[src/rtl/evt_pulse_stretch_pkg.sv]
// Shared definitions for the event pulse stretcher: FSM encodings and the
// board-level default for the human-visible pulse length.
package evt_pulse_stretch_pkg;

    typedef logic [1:0] state_t;

    localparam state_t ST_IDLE = 2'd0;
    localparam state_t ST_ON   = 2'd1;
    localparam state_t ST_GAP  = 2'd2;

    // ~10 ms at the board clock; the debounce window uses the same figure.
    localparam int unsigned BOARD_VISIBLE_CYCLES = 1048576;

    // Width needed to count 0..n-1 (at least one bit).
    function automatic int unsigned idx_width(input int unsigned n);
        return (n <= 1) ? 1 : $clog2(n);
    endfunction

endpackage

[src/rtl/evt_pulse_stretch_if.sv]
// Event-in / indicator-out bundle between CPU status strobes and the LED driver.
interface evt_pulse_stretch_if #(
    parameter int PEND_W = 4
);
    logic              pulse_in;
    logic              ovf_clr;
    logic              led;
    logic              busy;
    logic [PEND_W-1:0] pending;
    logic              ovf;

    modport master (
        output pulse_in, ovf_clr,
        input  led, busy, pending, ovf
    );

    modport slave (
        input  pulse_in, ovf_clr,
        output led, busy, pending, ovf
    );
endinterface

[src/rtl/evt_pend_cnt.sv]
// Saturating up/down counter for queued events; flags an increment that
// could not be stored because the counter was already full.
module evt_pend_cnt #(
    parameter int W = 4
) (
    input  logic         clk,
    input  logic         rst_n,
    input  logic         inc,
    input  logic         dec,
    output logic [W-1:0] cnt,
    output logic         sat_drop
);

    localparam logic [W-1:0] CNT_MAX = '1;

    function automatic logic [W-1:0] sat_step(input logic [W-1:0] c,
                                              input logic up,
                                              input logic dn);
        logic [W-1:0] r;
        r = c;
        if (up && !dn && (c != CNT_MAX))
            r = c + W'(1);
        else if (dn && !up && (c != '0))
            r = c - W'(1);
        return r;
    endfunction

    assign sat_drop = inc & ~dec & (cnt == CNT_MAX);

    always_ff @(posedge clk or negedge rst_n) begin
        if (!rst_n)
            cnt <= '0;
        else
            cnt <= sat_step(cnt, inc, dec);
    end

endmodule

[src/rtl/evt_pulse_stretch.sv]
// Stretches single-cycle event strobes into fixed-length LED pulses separated
// by a forced dark gap, queueing events that arrive while a pulse is showing.
module evt_pulse_stretch
    import evt_pulse_stretch_pkg::*;
#(
    parameter int unsigned ON_CYCLES  = BOARD_VISIBLE_CYCLES,
    parameter int unsigned GAP_CYCLES = BOARD_VISIBLE_CYCLES,
    parameter int          CNT_W      = 21,
    parameter int          PEND_W     = 4
) (
    input  logic          clk,
    input  logic          rst_n,
    evt_pulse_stretch_if.slave bus
);

    localparam logic [CNT_W-1:0] ON_LAST  = CNT_W'(ON_CYCLES - 1);
    localparam logic [CNT_W-1:0] GAP_LAST = CNT_W'(GAP_CYCLES - 1);

    state_t            state;
    state_t            state_nxt;
    logic [CNT_W-1:0]  cnt;
    logic [CNT_W-1:0]  cnt_nxt;
    logic              led_q;
    logic              ovf_q;
    logic [PEND_W-1:0] pend;
    logic              pend_nz;
    logic              sat_drop;
    logic              on_last;
    logic              gap_last;
    logic              take;
    logic              acc;
    logic              dec;

    assign pend_nz  = (pend != '0);
    assign on_last  = (state == ST_ON)  && (cnt == ON_LAST);
    assign gap_last = (state == ST_GAP) && (cnt == GAP_LAST);

    // A new pulse may start from IDLE or directly off the final gap cycle,
    // which is what keeps back-to-back events free of an idle bubble.
    assign take = ((state == ST_IDLE) || gap_last) && (pend_nz || bus.pulse_in);

    // The queue is served first; a live pulse only bypasses it when empty.
    assign acc = bus.pulse_in & ~(take & ~pend_nz);
    assign dec = take & pend_nz;

    evt_pend_cnt #(
        .W (PEND_W)
    ) u_pend (
        .clk      (clk),
        .rst_n    (rst_n),
        .inc      (acc),
        .dec      (dec),
        .cnt      (pend),
        .sat_drop (sat_drop)
    );

    always_comb begin
        state_nxt = state;
        cnt_nxt   = cnt;
        if (take) begin
            state_nxt = ST_ON;
            cnt_nxt   = '0;
        end else if (on_last) begin
            state_nxt = ST_GAP;
            cnt_nxt   = '0;
        end else if (gap_last) begin
            state_nxt = ST_IDLE;
            cnt_nxt   = '0;
        end else if ((state == ST_ON) || (state == ST_GAP)) begin
            cnt_nxt   = cnt + CNT_W'(1);
        end else begin
            state_nxt = ST_IDLE;
            cnt_nxt   = '0;
        end
    end

    always_ff @(posedge clk or negedge rst_n) begin
        if (!rst_n) begin
            state <= ST_IDLE;
            cnt   <= '0;
            led_q <= 1'b0;
        end else begin
            state <= state_nxt;
            cnt   <= cnt_nxt;
            led_q <= (state_nxt == ST_ON);
        end
    end

    // A drop in the same cycle as a clear must stay visible.
    always_ff @(posedge clk or negedge rst_n) begin
        if (!rst_n)
            ovf_q <= 1'b0;
        else if (sat_drop)
            ovf_q <= 1'b1;
        else if (bus.ovf_clr)
            ovf_q <= 1'b0;
    end

    assign bus.led     = led_q;
    assign bus.ovf     = ovf_q;
    assign bus.pending = pend;
    assign bus.busy    = (state != ST_IDLE) | pend_nz;

endmodule

[src/flat_wrapper.sv]
// flat-port wrapper written by rule: the top's interface ports become plain ports
module evt_pulse_stretch_flat import evt_pulse_stretch_pkg::*;
#(
    parameter int unsigned ON_CYCLES  = BOARD_VISIBLE_CYCLES,
    parameter int unsigned GAP_CYCLES = BOARD_VISIBLE_CYCLES,
    parameter int          CNT_W      = 21,
    parameter int          PEND_W     = 4
)
  (clk, rst_n, bus_pulse_in, bus_ovf_clr, bus_led, bus_busy, bus_pending, bus_ovf);
  evt_pulse_stretch_if #(.PEND_W(PEND_W)) bus_i ();
  input  logic clk;
  input  logic rst_n;
  input wire logic [$bits(bus_i.pulse_in)-1:0] bus_pulse_in;
  input wire logic [$bits(bus_i.ovf_clr)-1:0] bus_ovf_clr;
  output wire logic [$bits(bus_i.led)-1:0] bus_led;
  output wire logic [$bits(bus_i.busy)-1:0] bus_busy;
  output wire logic [$bits(bus_i.pending)-1:0] bus_pending;
  output wire logic [$bits(bus_i.ovf)-1:0] bus_ovf;
  assign bus_i.pulse_in = bus_pulse_in;
  assign bus_i.ovf_clr = bus_ovf_clr;
  assign bus_led = bus_i.led;
  assign bus_busy = bus_i.busy;
  assign bus_pending = bus_i.pending;
  assign bus_ovf = bus_i.ovf;
  evt_pulse_stretch #(.ON_CYCLES(ON_CYCLES), .GAP_CYCLES(GAP_CYCLES), .CNT_W(CNT_W), .PEND_W(PEND_W)) u_core (.clk(clk), .rst_n(rst_n), .bus(bus_i));
endmodule
[config.mk]
export PLATFORM = sky130hd
export DESIGN_NAME = evt_pulse_stretch_flat
export DESIGN_NICKNAME = d
export VERILOG_FILES = /design/src/rtl/evt_pulse_stretch_pkg.sv /design/src/rtl/evt_pulse_stretch_if.sv /design/src/rtl/evt_pend_cnt.sv /design/src/rtl/evt_pulse_stretch.sv /design/src/flat_wrapper.sv
export SDC_FILE = /design/constraint.sdc
export NUM_CORES = 1
export LEC_CHECK = 0
export CAP_MARGIN = 30
export CORE_AREA = 2 2 64 66
export CTS_CLUSTER_DIAMETER = 60
export DETAILED_ROUTE_END_ITERATION = 10
export DIE_AREA = 0 0 66 68
export GPL_ROUTABILITY_DRIVEN = 0
export MAX_ROUTING_LAYER = met4
export SLEW_MARGIN = 20
export SYNTH_ARGS = -nofsm -noshare
export SYNTH_HDL_FRONTEND = slang
export SYNTH_SLANG_ARGS = --single-unit
[constraint.sdc]
create_clock -name clk -period 4.1 [get_ports clk]
set_input_delay 0.615 -clock clk [delete_from_list [all_inputs] [get_ports clk]]
set_output_delay 0.615 -clock clk [all_outputs]
set_load 0.1 [all_outputs]
==> reports/qor.yml <==
slew_viol_final: 0
finish.net_count: 194
hold_path.class: "flop to flop"
setup.worst_path.start: "u_core.cnt[0]$_DFF_PN0_"
crit_fanout: 11
synth_edf_count: 0
drt-total-wl_um: 3040
die_x_um: 66
max_slew_margin_pct: 34.8
post-route-period-util_pct: 83.0
grt_max_degree: 30
grtUsageTotal_pct: 15.8
fmax_mhz: 294
routedWlPerCell_um: 13.1
fp.dieH_um: 68
postCtsSetupRepairBufs: 0
skew_ns: 0.00636
ys_warn_count: 0
syn-num-nets: 181
ys_ff_latch: 29
cap_violations: 0
p_int_uw: 648
place_inst: 224
p_per_area_nw_per_um2: 620
synth_area_per_cell_sq_um: 9.75
htree_levels: 2
antenna_found_initial: 0
core-area_sq_um: 3860
clock_latency_ns: 0.28
min_from: "u_core.cnt[0]$_DFF_PN0_"
start_util_pct: 42.5
grt_use_met3_pct: 5.10
p_switching_uw: 512
fp.dieArea_sq_um: 4490
arrival_ns: 3.57
grt_util_met2_pct: 25.4
timing.hold.ws_ns: 0.511
fillers: 378
switching_share_pct: 44.2
endpoint_kind: "flop"
cts_buffer_depth: 2
yosysUniqueCellTypes: 39
min_period_ns: 3.40
critPathRequiredTime_ns: 4.26
drt-initial-drc-count: 85
reg2reg_from: "u_core.cnt[0]$_DFF_PN0_"
postRouteAntennaNets: 0
syn_to_final_growth_pct: 14.4
critPathLaunchType: "flop"
cts_hold_buf: 0
cts_sinks: 29
synth-main-ff-cell: "dfrtp_1"
final_cell_count_no_fill: 232
dp.final_hpwl_um: 2100
status: "complete, no violations"
drc: 0
drive_gt1_share_pct: 9.34
drt_first_pass_iters: 4
critical_path_class: "flop to flop"
grt_pass1_vias: 1143
cts_tree: "built"
met1_usage_pct: 18.8
cts.repair.resized: 0
ir_worst_vdd_mv: 0.344
portBuffers: 10
p_seq_share_pct: 35.1
async_reset_ff_share_pct: 100
num_io_pins: 11
grt_pass1_wl_um: 5200
route.vias.total: 1241
grt_overflow: 0
post_dp_cell_area_sq_um: 1770
rsz0062_at_grt: "false"
path_clk_slew_ns: 0.06
worstMarginPinSlew_ns: 0.974
tns_ns: 0
fin_util_pct: 48.6
design_area_sq_um: 1870
pwr-share-comb_pct: 42.3
netlist_area_sq_um: 1640
synthCells: 168
gr-max-usage-layer: "met2"
antennaDiodeCount: 0
leakage_nw: 0.834
cts_inserted_buffers: 5
yosysSeqAreaShare_pct: 44.3
rows: 23
clkPwrFrac_pct: 22.6
routed_via_density: 5.35
hold_viol: 0
setup_viol: 0
cts-root-buf: "clkbuf_8"
-- worst max-delay path, cell delays in order (launching register included) --
cell and delay, ns:
dfrtp_1 0.40, ha_1 0.24, nand4_2 0.13, or3_1 0.54
o31a_1 0.49, nand3_1 0.22, ha_1 0.26, a21o_1 0.18
a21o_1 0.20, or3_1 0.31, a311o_1 0.31
-- metal layers --
layer / up-vias / part of all wire [%]
met3: 8 / 5.4
met5: - / 0
li1: 598 / -
met1: 596 / 45
met2: 39 / 48
met4: 0 / 1.5
-- cell usage after synthesis (2+ instances only) --
library cell	n	area, sq um
inv_1	9	33.8
or2_2	2	12.5
nor4_1	4	25.0
nand4_1	7	43.8
nor2_1	31	116
nand2_1	10	37.5
dfrtp_1	29	726
xor2_1	9	78.8
or3_1	3	18.8
or4_1	2	15.0
ha_1	8	100
a21oi_1	2	10.0
mux2i_1	4	40.0
buf_2	2	10.0
a21o_1	5	37.5
xnor2_1	10	87.6
nor3_1	2	10.0
nand3_1	7	35.0
buf_6	2	22.5
-- cells by family (layout without fill, tap and decap cells) --
family | after synthesis | count (layout) | synth area share (%)
multiplexers | 5 | 5 | 3.13
adder cells (fa/ha/maj) | 9 | 9 | 7.33
flip-flops | 29 | 29 | 44.3
buffers and inverters | 14 | 28 | 4.28
AO/OA/AOI/OAI | 15 | 15 | 6.88
XOR/XNOR | 19 | 19 | 10.2
AND/OR/NAND/NOR | 77 | 77 | 23.9
-- power by group through the flow --
stage	Clock (mW)	Sequential [mW]	Combinational [mW]
3_3_place_gp	0	0.406	0.482
4_1_cts	0.271	0.405	0.497
3_5_place_dp	0	0.410	0.494
5_1_grt	0.283	0.417	0.536
6_report	0.262	0.407	0.491
2_1_floorplan	0	0.572	0.217
-- path summary, 6_finish.rpt --
kind / end / slack [ns] / depth (start not counted)
setup / recovery: u_core.u_pend.cnt[3]$_DFFE_PN0P_ / 0.70 / 10
hold / removal: u_core.cnt[0]$_DFF_PN0_ / 0.51 / 1
setup reg to reg: u_core.u_pend.cnt[3]$_DFFE_PN0P_ / 0.70 / 10
hold reg to reg: u_core.cnt[0]$_DFF_PN0_ / 0.51 / 1
max in group asynchronous: u_core.u_pend.cnt[0]$_DFFE_PN0P_ / 3.11 / 2
min in group asynchronous: u_core.state[1]$_DFF_PN0_ / 0.71 / 2
-- layout make-up --
cell class	count	area, sq um	area share [%]
multi-input combinational	125	842	45.0
sequential	29	726	38.7
timing repair buffer	11	108	5.74
clock buffer	7	96.3	5.14
tap	50	62.6	3.34
inverter	9	33.8	1.80
clock inverter	1	5.00	0.267
-- registers in the layout, summed over array words and instances (netlist names) --
signal,cells
u_core.cnt,21
u_core.u_pend.cnt,4
u_core.state,2
u_core.bus.led,1
u_core.bus.ovf,1
-- cell usage in the layout, fill, tap and decap left out, drive strengths merged --
master and instances:
xor2 9, nand2 10, nand4 8, or3b 1
o21ai 1, nor2 31, or3 3, or4 2
nor2b 1, nand3 7, fa 1, dfrtp 29
nand3b 1, o31a 2, and4 1, nor3b 1
clkbuf 7, ha 8, nor3 2, a311o 1
or2 2, clkdlybuf4s50 10, a211oi 1, o31ai 1
clkinv 1, xnor2 10, and4b 1, and2b 1
a21oi 2, inv 9, mux2 1, nor4 4
o32ai 1, mux2i 4, a21o 5, buf 1
nand2b 1, a22oi 1
-- per-stage QoR --
stage | worst slack [ns] | power (mW)
4_1_cts | 0.693 | 1.17
3_5_place_dp | 0.712 | 0.904
2_1_floorplan | 0.991 | 0.789
3_3_place_gp | 0.852 | 0.888
5_1_grt | 0.508 | 1.24
6_report | 0.697 | 1.16
Note: power is estimated with default switching activity, not from simulation.
